[src/rtl/int_to_double_pkg.sv]
// rtl/int_to_double_pkg.sv - shared binary64 field constants used by the int/double converters
package int_to_double_pkg;

    localparam int          EXP_WIDTH     = 11;
    localparam int          MANT_WIDTH    = 52;
    localparam logic [10:0] EXP_BIAS      = 11'd1023;
    localparam logic [63:0] FP64_POS_ZERO = 64'h0000_0000_0000_0000;

endpackage

[src/rtl/int_to_double.sv]
// rtl/int_to_double.sv - 64-bit signed integer to IEEE-754 binary64 converter, one operand in flight
//
// Ports:
//   clk           clock, all state changes on the rising edge
//   rst           asynchronous active-high reset
//   input_a       64-bit two's-complement operand
//   input_a_stb   upstream has a valid operand
//   input_a_ack   converter is ready to take an operand
//   output_z      binary64 result {sign, exponent[10:0], mantissa[51:0]}
//   output_z_stb  output_z is valid
//   output_z_ack  downstream takes output_z
module int_to_double
    import int_to_double_pkg::*;
(
    input  logic        clk,
    input  logic        rst,
    input  logic [63:0] input_a,
    input  logic        input_a_stb,
    output logic        input_a_ack,
    output logic [63:0] output_z,
    output logic        output_z_stb,
    input  logic        output_z_ack
);

    typedef enum logic [2:0] {
        GET_A,
        SPECIAL,
        NORMALISE,
        ROUND,
        PACK,
        PUT_Z
    } state_t;

    state_t                  r_state;
    state_t                  w_next;
    logic [63:0]             r_a;
    logic [63:0]             r_m;
    logic [EXP_WIDTH-1:0]    r_exp;
    logic                    r_sign;
    logic                    r_zero;
    logic [MANT_WIDTH-1:0]   r_mant;
    logic [63:0]             r_z;
    logic                    r_ack;
    logic                    r_stb;

    logic [63:0]             w_mag;
    logic                    w_guard;
    logic                    w_round;
    logic                    w_sticky;
    logic                    w_inc;
    logic [MANT_WIDTH:0]     w_mant_sum;

    // -2^63 negates to itself, which read as unsigned is the correct magnitude.
    assign w_mag = r_a[63] ? (~r_a + 64'd1) : r_a;

    assign w_guard    = r_m[10];
    assign w_round    = r_m[9];
    assign w_sticky   = |r_m[8:0];
    assign w_inc      = w_guard && (w_round || w_sticky || r_m[11]);
    // r_m[63] is always 1 here, so a carry out of the 52 fraction bits is
    // exactly a carry out of the full 53-bit significand.
    assign w_mant_sum = {1'b0, r_m[62:11]} + {{MANT_WIDTH{1'b0}}, w_inc};

    always_comb begin
        w_next = r_state;
        case (r_state)
            GET_A:     if (input_a_stb && r_ack) w_next = SPECIAL;
            // Zero skips normalisation (it would never terminate) but still
            // passes through PACK so output_z is only ever loaded there.
            SPECIAL:   w_next = (r_a == 64'd0) ? PACK : NORMALISE;
            NORMALISE: if (r_m[63]) w_next = ROUND;
            ROUND:     w_next = PACK;
            PACK:      w_next = PUT_Z;
            PUT_Z:     if (output_z_ack && r_stb) w_next = GET_A;
            default:   w_next = GET_A;
        endcase
    end

    always_ff @(posedge clk or posedge rst) begin
        if (rst) begin
            r_state <= GET_A;
            r_a     <= 64'd0;
            r_m     <= 64'd0;
            r_exp   <= '0;
            r_sign  <= 1'b0;
            r_zero  <= 1'b0;
            r_mant  <= '0;
            r_z     <= 64'd0;
            r_ack   <= 1'b0;
            r_stb   <= 1'b0;
        end else begin
            r_state <= w_next;
            // Handshake flags are registered from the next state so ack and
            // stb change on the same edge as the state and can never overlap.
            r_ack   <= (w_next == GET_A);
            r_stb   <= (w_next == PUT_Z);
            case (r_state)
                GET_A: begin
                    if (input_a_stb && r_ack) r_a <= input_a;
                end
                SPECIAL: begin
                    r_zero <= (r_a == 64'd0);
                    r_sign <= r_a[63];
                    r_m    <= w_mag;
                    r_exp  <= 11'd63;
                end
                NORMALISE: begin
                    if (!r_m[63]) begin
                        r_m   <= {r_m[62:0], 1'b0};
                        r_exp <= r_exp - 11'd1;
                    end
                end
                ROUND: begin
                    if (w_mant_sum[MANT_WIDTH]) begin
                        r_mant <= '0;
                        r_exp  <= r_exp + 11'd1;
                    end else begin
                        r_mant <= w_mant_sum[MANT_WIDTH-1:0];
                    end
                end
                PACK: begin
                    r_z <= r_zero ? FP64_POS_ZERO : {r_sign, r_exp + EXP_BIAS, r_mant};
                end
                default: ;
            endcase
        end
    end

    assign input_a_ack  = r_ack;
    assign output_z_stb = r_stb;
    assign output_z     = r_z;

endmodule

[config.mk]
export PLATFORM = sky130hd
export DESIGN_NAME = int_to_double
export DESIGN_NICKNAME = d
export VERILOG_FILES = /design/src/rtl/int_to_double_pkg.sv /design/src/rtl/int_to_double.sv
export SDC_FILE = /design/constraint.sdc
export NUM_CORES = 1
export LEC_CHECK = 0
export ABC_AREA = 1
export BUFFER_PORTS_ARGS = -buffer_cell sky130_fd_sc_hd__buf_2
export CELL_PAD_IN_SITES_DETAIL_PLACEMENT = 1
export CELL_PAD_IN_SITES_GLOBAL_PLACEMENT = 1
export CORE_MARGIN = 4
export CORE_UTILIZATION = 42
export DETAILED_ROUTE_END_ITERATION = 16
export GPL_TIMING_DRIVEN = 0
export PLACE_DENSITY = 0.87
export SLEW_MARGIN = 20
export SYNTH_ARGS = -nofsm -noshare
export SYNTH_HDL_FRONTEND = slang
export SYNTH_SLANG_ARGS = --single-unit
[constraint.sdc]
create_clock -name clk -period 10.39 [get_ports clk]
set_input_delay 2.078 -clock clk [delete_from_list [all_inputs] [get_ports clk]]
set_output_delay 2.078 -clock clk [all_outputs]
set_load 0.05 [all_outputs]
# Word level (Yosys, flattened, before mapping)
# Index checks and enable logic that the tools add are counted.
[word_totals] register_bits=262 input_bits=68 n_memories=0 output_inout_bits=66 latchBits=0 rom_bits=0 ram_bits=0 word_cells=52
[op_classes] n_mul=0 n_reduce_logical=14 addsub=5 div_mod_pow=0 n_eq_ne=8 shift=0 n_bitwise=1 mux=13 order_cmp=0
[ops] operator="two-way mux 64 bit" n=3
[ops] operator="case mux 64 bit (2 select lines)" n=1
[ops] operator="adder 64 x 1 -> 64 bit, second input constant" n=1
[ops] operator="zero test 64 bit" n=1
[ops] operator="inverter 64 bit" n=1
[ops] operator="adder 52 x 1 -> 53 bit" n=1
[ops] operator="two-way mux 52 bit" n=1
[ops] operator="case mux 11 bit (3 select lines)" n=1
[ops] operator="two-way mux 11 bit" n=2
[ops] operator="case mux 3 bit (6 select lines)" n=1
[ops] operator="two-way mux 3 bit" n=4
[ops] operator="adder 11 x 1 -> 11 bit, second input constant" n=1
[ops] operator="adder 11 x 10 -> 11 bit, second input constant" n=1
[ops] operator="subtractor 11 x 1 -> 11 bit, second input constant" n=1
[ops] operator="equality test 3 bit, second input constant" n=3
[ops] operator="OR reduction 9 bit" n=1
[ops] operator="equality test 3 x 2 -> 1 bit, second input constant" n=2
[ops] operator="zero test 3 bit" n=2
[ops] operator="!= test 2 bit, second input constant" n=2
[ops] operator="AND reduction 2 bit" n=2
[ops] operator="equality test 3 x 1 -> 1 bit, second input constant" n=1
[ops] operator="logical AND 1 bit" n=3
[ops] operator="AND reduction 3 bit" n=1
[ops] operator="nonzero test 3 bit" n=1
[ops] operator="2 further kinds" n=3

# Logic depth before layout (Yosys ltp)
# Gate-level depths: netlist (run 1).
[logic_depth] depth_word=7 depth_mapped=15 mapped_depth_nobuf=15

# Worst setup path before layout (run 1)
# No wires, ideal clock.
[synth_path] path_type="input to register" from="input input_a_stb" to="register r_a[55]" n_path_buf=2 setup_time_ns=0.132 t_required_ns=10.258 path_slack_ns=7.403 path_stages=5 arrival_ns=2.855 path_cell_list="nand3_1 -> inv_1 -> clkbuf_1 -> clkbuf_1 -> o21ai_0"
[synth_via] elab_chain_cells=2
[synth_lines] element="from (decl)" line="int_to_double.sv:18" rtl="input logic input_a_stb,"
[synth_lines] element="logical AND 1 bit" line="int_to_double.sv:99" rtl="if (input_a_stb && r_ack) r_a <= input_a;"
[synth_lines] element="AND reduction 2 bit (no line)"
[synth_lines] element="to (signal assigned)" line="int_to_double.sv:99"
[synth_lines] element="to (decl)" line="int_to_double.sv:36" rtl="logic [63:0] r_a;"
# No other way between the ends.
# A chain may end at the register's enable or synchronous reset.

# Worst setup path in the final report (run 1)
[layout_path] from="register r_state[1]" to="register r_exp[5]"
[layout_via] elab_chain_cells=3 elab_cells_between_ends=8 classes_between="eq/ne (5); mux (1); reduce/logical (2)"
[layout_lines] element="from (decl)" line="int_to_double.sv:34" rtl="state_t r_state;"
[layout_lines] element="from (signal assigned)" line="int_to_double.sv:92" rtl="r_state <= w_next;"
[layout_lines] element="equality test 3 x 2 -> 1 bit or equality test 3 x 1 -> 1 bit (tied branches)" line="int_to_double.sv:97" rtl="case (r_state)"
[layout_lines] element="!= test 2 bit (no line) or nonzero test 3 bit (tied branches)"
[layout_lines] element="AND reduction 3 bit (no line)"
[layout_lines] element="to (signal assigned)" line="int_to_double.sv:110" rtl="r_exp <= r_exp - 11'd1;"
[layout_lines] element="to (signal assigned)" line="int_to_double.sv:116" rtl="r_exp <= r_exp + 11'd1;"
[layout_lines] element="to (decl)" line="int_to_double.sv:38" rtl="logic [EXP_WIDTH-1:0] r_exp;"
# Parallel ways exist; a longest one is shown, timed or not.

==> results of run 1 <==
==> layer usage <==
| layer | GRT usage, % | up-vias | routed length, um |
|---|---|---|---|
| met2 | 51.09 | 358 | 27700 |
| met4 | 9.594 | 0 | 1969 |
| met1 | 38.11 | 7318 | 24540 |
| li1 | - | 6983 | - |
| met3 | 2.748 | 95 | 2207 |
| met5 | 0 | - | 0 |
==> per-stage QoR <==
stage          utilization [%]  cells  TNS (ps)  setup WS [ps]
5_1_grt                  49.51   2683         0           6403
6_report                 49.52   2684         0           6656
2_1_floorplan                -   2036         0           1100
3_3_place_gp             46.26   2624   -412560          -1598
4_1_cts                  49.51   2683         0           6650
3_5_place_dp             46.51   2627         0           6274
==> critical path: cells and delay by family, from the launching register on <==
kind	cells	cell delay, ps
buffers and inverters	3	1530
flip-flops	1	410
AND/OR/NAND/NOR	4	450
AO/OA/AOI/OAI	5	830
adder cells (fa/ha/maj)	1	430
==> cell type report <==
type                            instances  area [sq um]
Tap cell                              455         569.3
Fill cell                            4490         17520
Antenna cell                            1         2.502
Clock buffer                           39         855.8
Timing Repair Buffer                  136         748.2
Sequential cell                       262          6556
Buffer                                 75         346.6
Clock inverter                         17         183.9
Multi-Input combinational cell       1438          6934
Inverter                              261         992.2
==> state kept, by name (all words and copies together), names as in the netlist <==
name	flops
r_state	3
output_z_stb	1
r_a	64
r_sign	1
output_z	64
r_zero	1
input_a_ack	1
r_exp	11
r_m	64
r_mant	52
==> final timing paths <==
kind | start | end | slack (ps)
worst min-delay path | r_mant[51] | r_mant[51] | 490
max in group asynchronous | rst | r_a[45] | 7780
worst min register to register | r_mant[51] | r_mant[51] | 490
worst max register to register | r_state[1] | r_exp[5] | 6660
worst max-delay path | r_state[1] | r_exp[5] | 6660
min in group asynchronous | rst | input_a_ack | 1510
==> cell families after synthesis <==
group                    synth area share, %
AND/OR/NAND/NOR                        29.03
adder cells (fa/ha/maj)                1.148
flip-flops                             44.23
XOR/XNOR                               2.718
AO/OA/AOI/OAI                          13.89
buffers and inverters                  8.982
==> layout by cell type, fill, tap and decap left out, drive strengths merged, types with 29 or more instances in the layout <==
master,n
nand2,474
nor2,269
dfrtp,262
inv,262
nand3,196
o21ai,184
buf,170
a21oi,120
clkbuf,80
o22ai,52
xor2,39
nor3,29
==> power groups by stage <==
stage                     registers, W  clock network [W]  logic (W)
final                          0.00200            0.00111    0.00334
after global routing           0.00206            0.00117    0.00368
after CTS                      0.00199            0.00113    0.00332
after detailed placement       0.00200                  0    0.00329
after global placement         0.00196                  0    0.00315
after floorplan                0.00219                  0    0.00196
==> flow_metrics.env, run 1 <==
export IMPL_status="complete, no violations"
export IMPL_synthCells=2036
export IMPL_dp_hpwl_um=44760
export IMPL_grt_antenna_before_repair=0
export IMPL_cts_clk_slew_worst_paths_ps=70
export IMPL_gr_usage_all_layers_pct=29.16
export IMPL_slew_headroom_pct=25.07
export IMPL_synthDistinctLibCells=41
export IMPL_grt_max_degree=76
export IMPL_synth_area_leaders="dfrtp_1, nand2_1, nand3_1"
export IMPL_vias=14750
export IMPL_wl_um=56420
export IMPL_vdd_drop_max_mv=0.2113
export IMPL_seq_area_frac_synth_pct=44.23
export IMPL_cts_root_buf="clkbuf_16"
export IMPL_reg2regPathDepth=13
export IMPL_cpMostUsedCell="nand2_1"
export IMPL_slowest_delay_ps=840
export IMPL_syn_area_sq_um=14820
export IMPL_skew_ps=20.77
export IMPL_hold_viol_final=0
export IMPL_worstPathCellList="inv_2 -> nor2_4 -> nand2_1 -> clkbuf_1 -> clkbuf_1 -> ha_1 -> a21oi_1 -> o21ai_0 -> nand2_1 -> nand2_1 -> o21ai_0 -> a21oi_1 -> o21ai_2"
export IMPL_die_area_sq_um=38360
export IMPL_crit_path_end_kind="flip-flop"
export IMPL_crit_required_ps=10900
export IMPL_ys_ff_latch=262
export IMPL_async_flop_share_pct=100.0
export IMPL_critPathLaunchType="flip-flop"
export IMPL_p_sw_share_pct=51.64
export IMPL_internal_power_w=0.003119
export IMPL_synth_flop_cell="dfrtp_1"
export IMPL_tritoncts_num_buffers=30
export IMPL_syn_area_per_cell_sq_um=7.280
export IMPL_synth_warnings=0
export IMPL_initial_core_util_pct=42.70
export IMPL_hold_ws_ps=494.4
export IMPL_rows=68
export IMPL_insertion_delay_ps=580
export IMPL_worstMarginPinSlew_ps=1112
export IMPL_die_w_um=195.9
export IMPL_finalSetupViolCount=0
export IMPL_placed_cell_area_sq_um=16150
export IMPL_viasPerCell=5.497
export IMPL_rsz0062_at_grt="no"
export IMPL_port_buffers=133
export IMPL_syn_num_nets=2117
export IMPL_crit_type="reg2reg"
export IMPL_slew_viol_final=0
export IMPL_cp_max_fo=18
export IMPL_firstDrtPassIters=5
export IMPL_die_y_um=195.9
export IMPL_arrival_ps=4240
export IMPL_fin_area_sq_um=17190
export IMPL_holdPathStages=2
export IMPL_power_density_nw_per_um2=375.2
export IMPL_drive_gt1_share_pct=12.75
export IMPL_place_gp_congestion=0.9795
export IMPL_htreeDepth=1
export IMPL_synthTopCellsByCount="nand2_1, dfrtp_1, nor2_1"
export IMPL_period_share_pct=35.94
export IMPL_grt_pass1_wl_um=89090
export IMPL_cts_hold_buffers=0
export IMPL_fin_nets=2285
export IMPL_power_w=0.006449
export IMPL_io_pins=134
export IMPL_clock_sinks=262
export IMPL_clock_path_buffers=3
export IMPL_seqPwrFrac_pct=31.0
export IMPL_area_growth_pct=15.97
export IMPL_yosysTopAreaCellShare_pct=44.23
export IMPL_cts_tree="yes"
export IMPL_drt_iter0_drc=861
export IMPL_grt_pass1_vias=15630
export IMPL_core_sq_um=34710
export IMPL_synth_edff_count=0
export IMPL_p_switching_w=0.003330
export IMPL_avgRoutedWirePerCell_um=21.02
export IMPL_post_cts_repair_setup_buffers=0
export IMPL_combinationalPowerShare_pct=51.7
export IMPL_overflow=0
export IMPL_max_freq_ghz=0.2678
export IMPL_cap_violations=0
export IMPL_drc_errors=0
export IMPL_min_period_ps=3734
export IMPL_p_leak_nw=8.192
export IMPL_slowest_stage="clkbuf_1"
export IMPL_yosys_area_top_type="dfrtp_1"
export IMPL_hold_path_class="reg2reg"
export IMPL_ant_nets=0
export IMPL_clockPowerShare_pct=17.3
export IMPL_synth_most_common_cell="nand2_1"
export IMPL_cts_resized=0
Power figures use the tool's default switching activity.
==> run 2: changes to the inputs <==
Settings changed: ABC_AREA 1 to 0, PLACE_DENSITY 0.87 to 0.84.
Clock period 10.39 ns to 3.6 ns, I/O delays scaled along.
==> run 2 against run 1 <==
  * Area after synthesis fell by 8.6%
  * Cell count shrank 25%
  * Non-clock buffer count rose by 19
  * Synthesized cell count down 30%
  * Register-to-register slack lost 6500 ps
  * Clock skew fell by 13 ps
  * Largest cell class unchanged
==> flow_metrics.env, run 2 <==
export IMPL_reg2reg_slack_ps=140
export IMPL_worstMarginPinSlew_ps=847.2
export IMPL_slew_headroom_pct=43.31
export IMPL_tritoncts_num_buffers=29
export IMPL_slew_viol_final=0
export IMPL_clock_sinks=262
export IMPL_min_period_ps=3463
export IMPL_synth_area_leaders="dfrtp_1, o21ai_0, xor2_1"
export IMPL_antennaDiodeCount=0
export IMPL_yosysTopAreaCellShare_pct=48.42
export IMPL_regToRegStartpoint="r_m[20]"
export IMPL_crit_family="simple AND/OR/NAND/NOR gates"
export IMPL_port_buffers=133
export IMPL_seq_area_frac_synth_pct=48.42
export IMPL_crit_required_ps=4040
export IMPL_grt_max_degree=37
export IMPL_reg2regPathDepth=8
export IMPL_cap_violations=0
export IMPL_dp_hpwl_um=32700
export IMPL_drt_iter0_drc=733
export IMPL_synthCells=1423
export IMPL_nFillCells=3654
export IMPL_grt_pass1_vias=12450
export IMPL_syn_num_nets=1504
export IMPL_arrival_ps=3900
export IMPL_core_sq_um=31720
export IMPL_worstPathCellList="clkbuf_1 -> nand4_1 -> nor4_2 -> nand4_1 -> a211oi_1 -> clkbuf_1 -> nand2_1 -> mux2_2"
export IMPL_layout_commonest_cell="dfrtp_1"
export IMPL_syn_area_sq_um=13540
export IMPL_wl_met3_um=2057
export IMPL_max_freq_ghz=0.2888
export IMPL_synth_most_common_cell="dfrtp_1"
export IMPL_synthDistinctLibCells=63
export IMPL_grt_antenna_before_repair=0
export IMPL_yosys_area_top_type="dfrtp_1"
export IMPL_io_pins=134
export IMPL_crit_path_end_kind="flip-flop"
export IMPL_vdd_drop_max_mv=0.4695
export IMPL_wl_um=42930
export IMPL_htreeDepth=1
export IMPL_insertion_delay_ps=550
export IMPL_overflow=0
export IMPL_die_y_um=187.6
export IMPL_initial_core_util_pct=42.69
export IMPL_drive_gt1_share_pct=18.20
export IMPL_syn_area_per_cell_sq_um=9.515
export IMPL_power_density_nw_per_um2=1005
export IMPL_grt_pass1_wl_um=69500
export IMPL_period_share_pct=96.19
export IMPL_ant_nets=0
export IMPL_synth_edff_count=0
export IMPL_clock_path_buffers=3
export IMPL_critPathLaunchType="flip-flop"
export IMPL_cts_root_buf="clkbuf_16"
export IMPL_firstDrtPassIters=5
export IMPL_cts_clk_slew_worst_paths_ps=60
export IMPL_met2_length_um=20600
export IMPL_fin_nets=1674
export IMPL_path_buf_inv=2
export IMPL_layout_common_cells="dfrtp_1, nand2_1, o21ai_0"
export IMPL_p_leak_nw=6.735
export IMPL_power_w=0.01600
export IMPL_gr_usage_all_layers_pct=24.15
export IMPL_ys_ff_latch=262
export IMPL_cp_max_fo=10
export IMPL_synth_flop_cell="dfrtp_1"
export IMPL_vias=11710
export IMPL_synthTopCellsByCount="dfrtp_1, nand2_1, o21ai_0"
export IMPL_area_growth_pct=17.57
export IMPL_viasPerCell=5.806
export IMPL_place_gp_congestion=0.9346
export IMPL_crit_type="reg2reg"
export IMPL_die_w_um=187.6
export IMPL_skew_ps=7.811
export IMPL_placed_cells=1967
export IMPL_layout_cells_non_filler=2017
export IMPL_slowest_delay_ps=660
export IMPL_drc_errors=0
export IMPL_async_flop_share_pct=100.0
export IMPL_synth_warnings=0
export IMPL_cts_tree="yes"
export IMPL_highest_layer="met4"
export IMPL_avgRoutedWirePerCell_um=21.28
export IMPL_rows=65
export IMPL_hold_path_class="in2async"
export IMPL_status="complete, no violations"
export IMPL_register_area_sq_um=6560
export IMPL_slowest_stage="nor4_2"
export IMPL_finalSetupViolCount=0
export IMPL_multi_input_area_sq_um=6586
export IMPL_die_area_sq_um=35180
export IMPL_r2r_end="r_exp[0]"
export IMPL_hold_viol_final=0
export IMPL_wl_met1_um=18940
[run 2: cell types whose count changed after synthesis, moves of 23 or more]
cell / before / now
o22ai_1: 52 / 17
a21oi_1: 120 / 43
nor2_1: 253 / 62
and3_1: 0 / 23
nand2b_1: 0 / 62
xnor2_1: 7 / 32
inv_1: 238 / 18
nand2_1: 467 / 193
xor2_1: 39 / 83
or3_1: 0 / 31
mux2_2: 0 / 64
clkbuf_1: 41 / 83
nand3_1: 194 / 39
[run 2: area by class of cell]
type                    instances  share of cell area [%]
inverters                      18                  0.4480
flip-flops and latches        262                   41.21
repair buffers                143                   5.455
multi-input cells            1052                   41.37
clock inverters                17                   1.234
well taps                     402                   3.160
plain buffers                  87                   2.146
clock buffers                  36                   4.975
[run 2: logic make-up after synthesis]
kind of cell / synth area share, %
fa+ha+maj: 1.257
mux: 6.210
compound gates: 13.57
xor+xnor: 7.439
simple gates: 20.01
flops: 48.42
buf+inv: 3.105
[run 2: timing repair]
action                     4_1_cts  5_1_grt
resized for setup                3        5
hold endpoints to repair         0        0
buffers inserted                 0        1
setup endpoints to repair        5        2
hold buffers                     0        0
pin swaps                        0        1
[run 2: through the flow]
stage	TNS, ps	utilization, %	hold slack, ps	worst slack (ps)	instance area, sq um
after detailed placement	-1180	47.02	468.1	-843.6	14910
final	0	50.19	266.9	137.2	15920
after global routing	-8.749	50.19	303.5	-8.749	15920
after global placement	-536460	46.39	460.3	-2073	14710
after CTS	0	50.13	262.3	137.1	15900
after floorplan	-150790	-	447.0	-575.5	13540
[run 2: layer usage]
layer / GRT usage, % / vias to the layer above
met5: 0 / -
met3: 3.351 / 99
met2: 40.97 / 339
met4: 7.595 / 0
li1: - / 5382
met1: 32.24 / 5891
[run 2: worst reg2reg max path, stage by stage, from the launching register on]
cell and delay, ps:
dfrtp_1 320, clkbuf_1 300, nand4_1 300, nor4_2 660
nand4_1 410, a211oi_1 420, clkbuf_1 440, nand2_1 200
mux2_2 310
[run 2: how the worst max path moves through the flow]
| stage | depth (start not counted) | to | slack, ps | startpoint |
|---|---|---|---|---|
| 2_1_floorplan | 1 | input_a_ack | -580 | rst |
| 3_3_place_gp | 2 | r_a[47] | -2070 | rst |
| 3_5_place_dp | 12 | r_exp[10] | -840 | r_state[2] |
| 4_1_cts | 10 | r_exp[10] | 140 | r_state[2] |
| 5_1_grt | 11 | r_exp[10] | -9 | r_state[2] |
| 6_report | 8 | r_exp[0] | 140 | r_m[20] |
[run 2: where the power goes]
part / internal, W / switching [W] / total [W] / leakage (nW)
combinational: 0.00245 / 0.00457 / 0.00702 / 3.05
clock: 0.00184 / 0.00124 / 0.00308 / 0.486
sequential: 0.00432 / 0.00158 / 0.00590 / 3.19
total: 0.00862 / 0.00739 / 0.0160 / 6.74
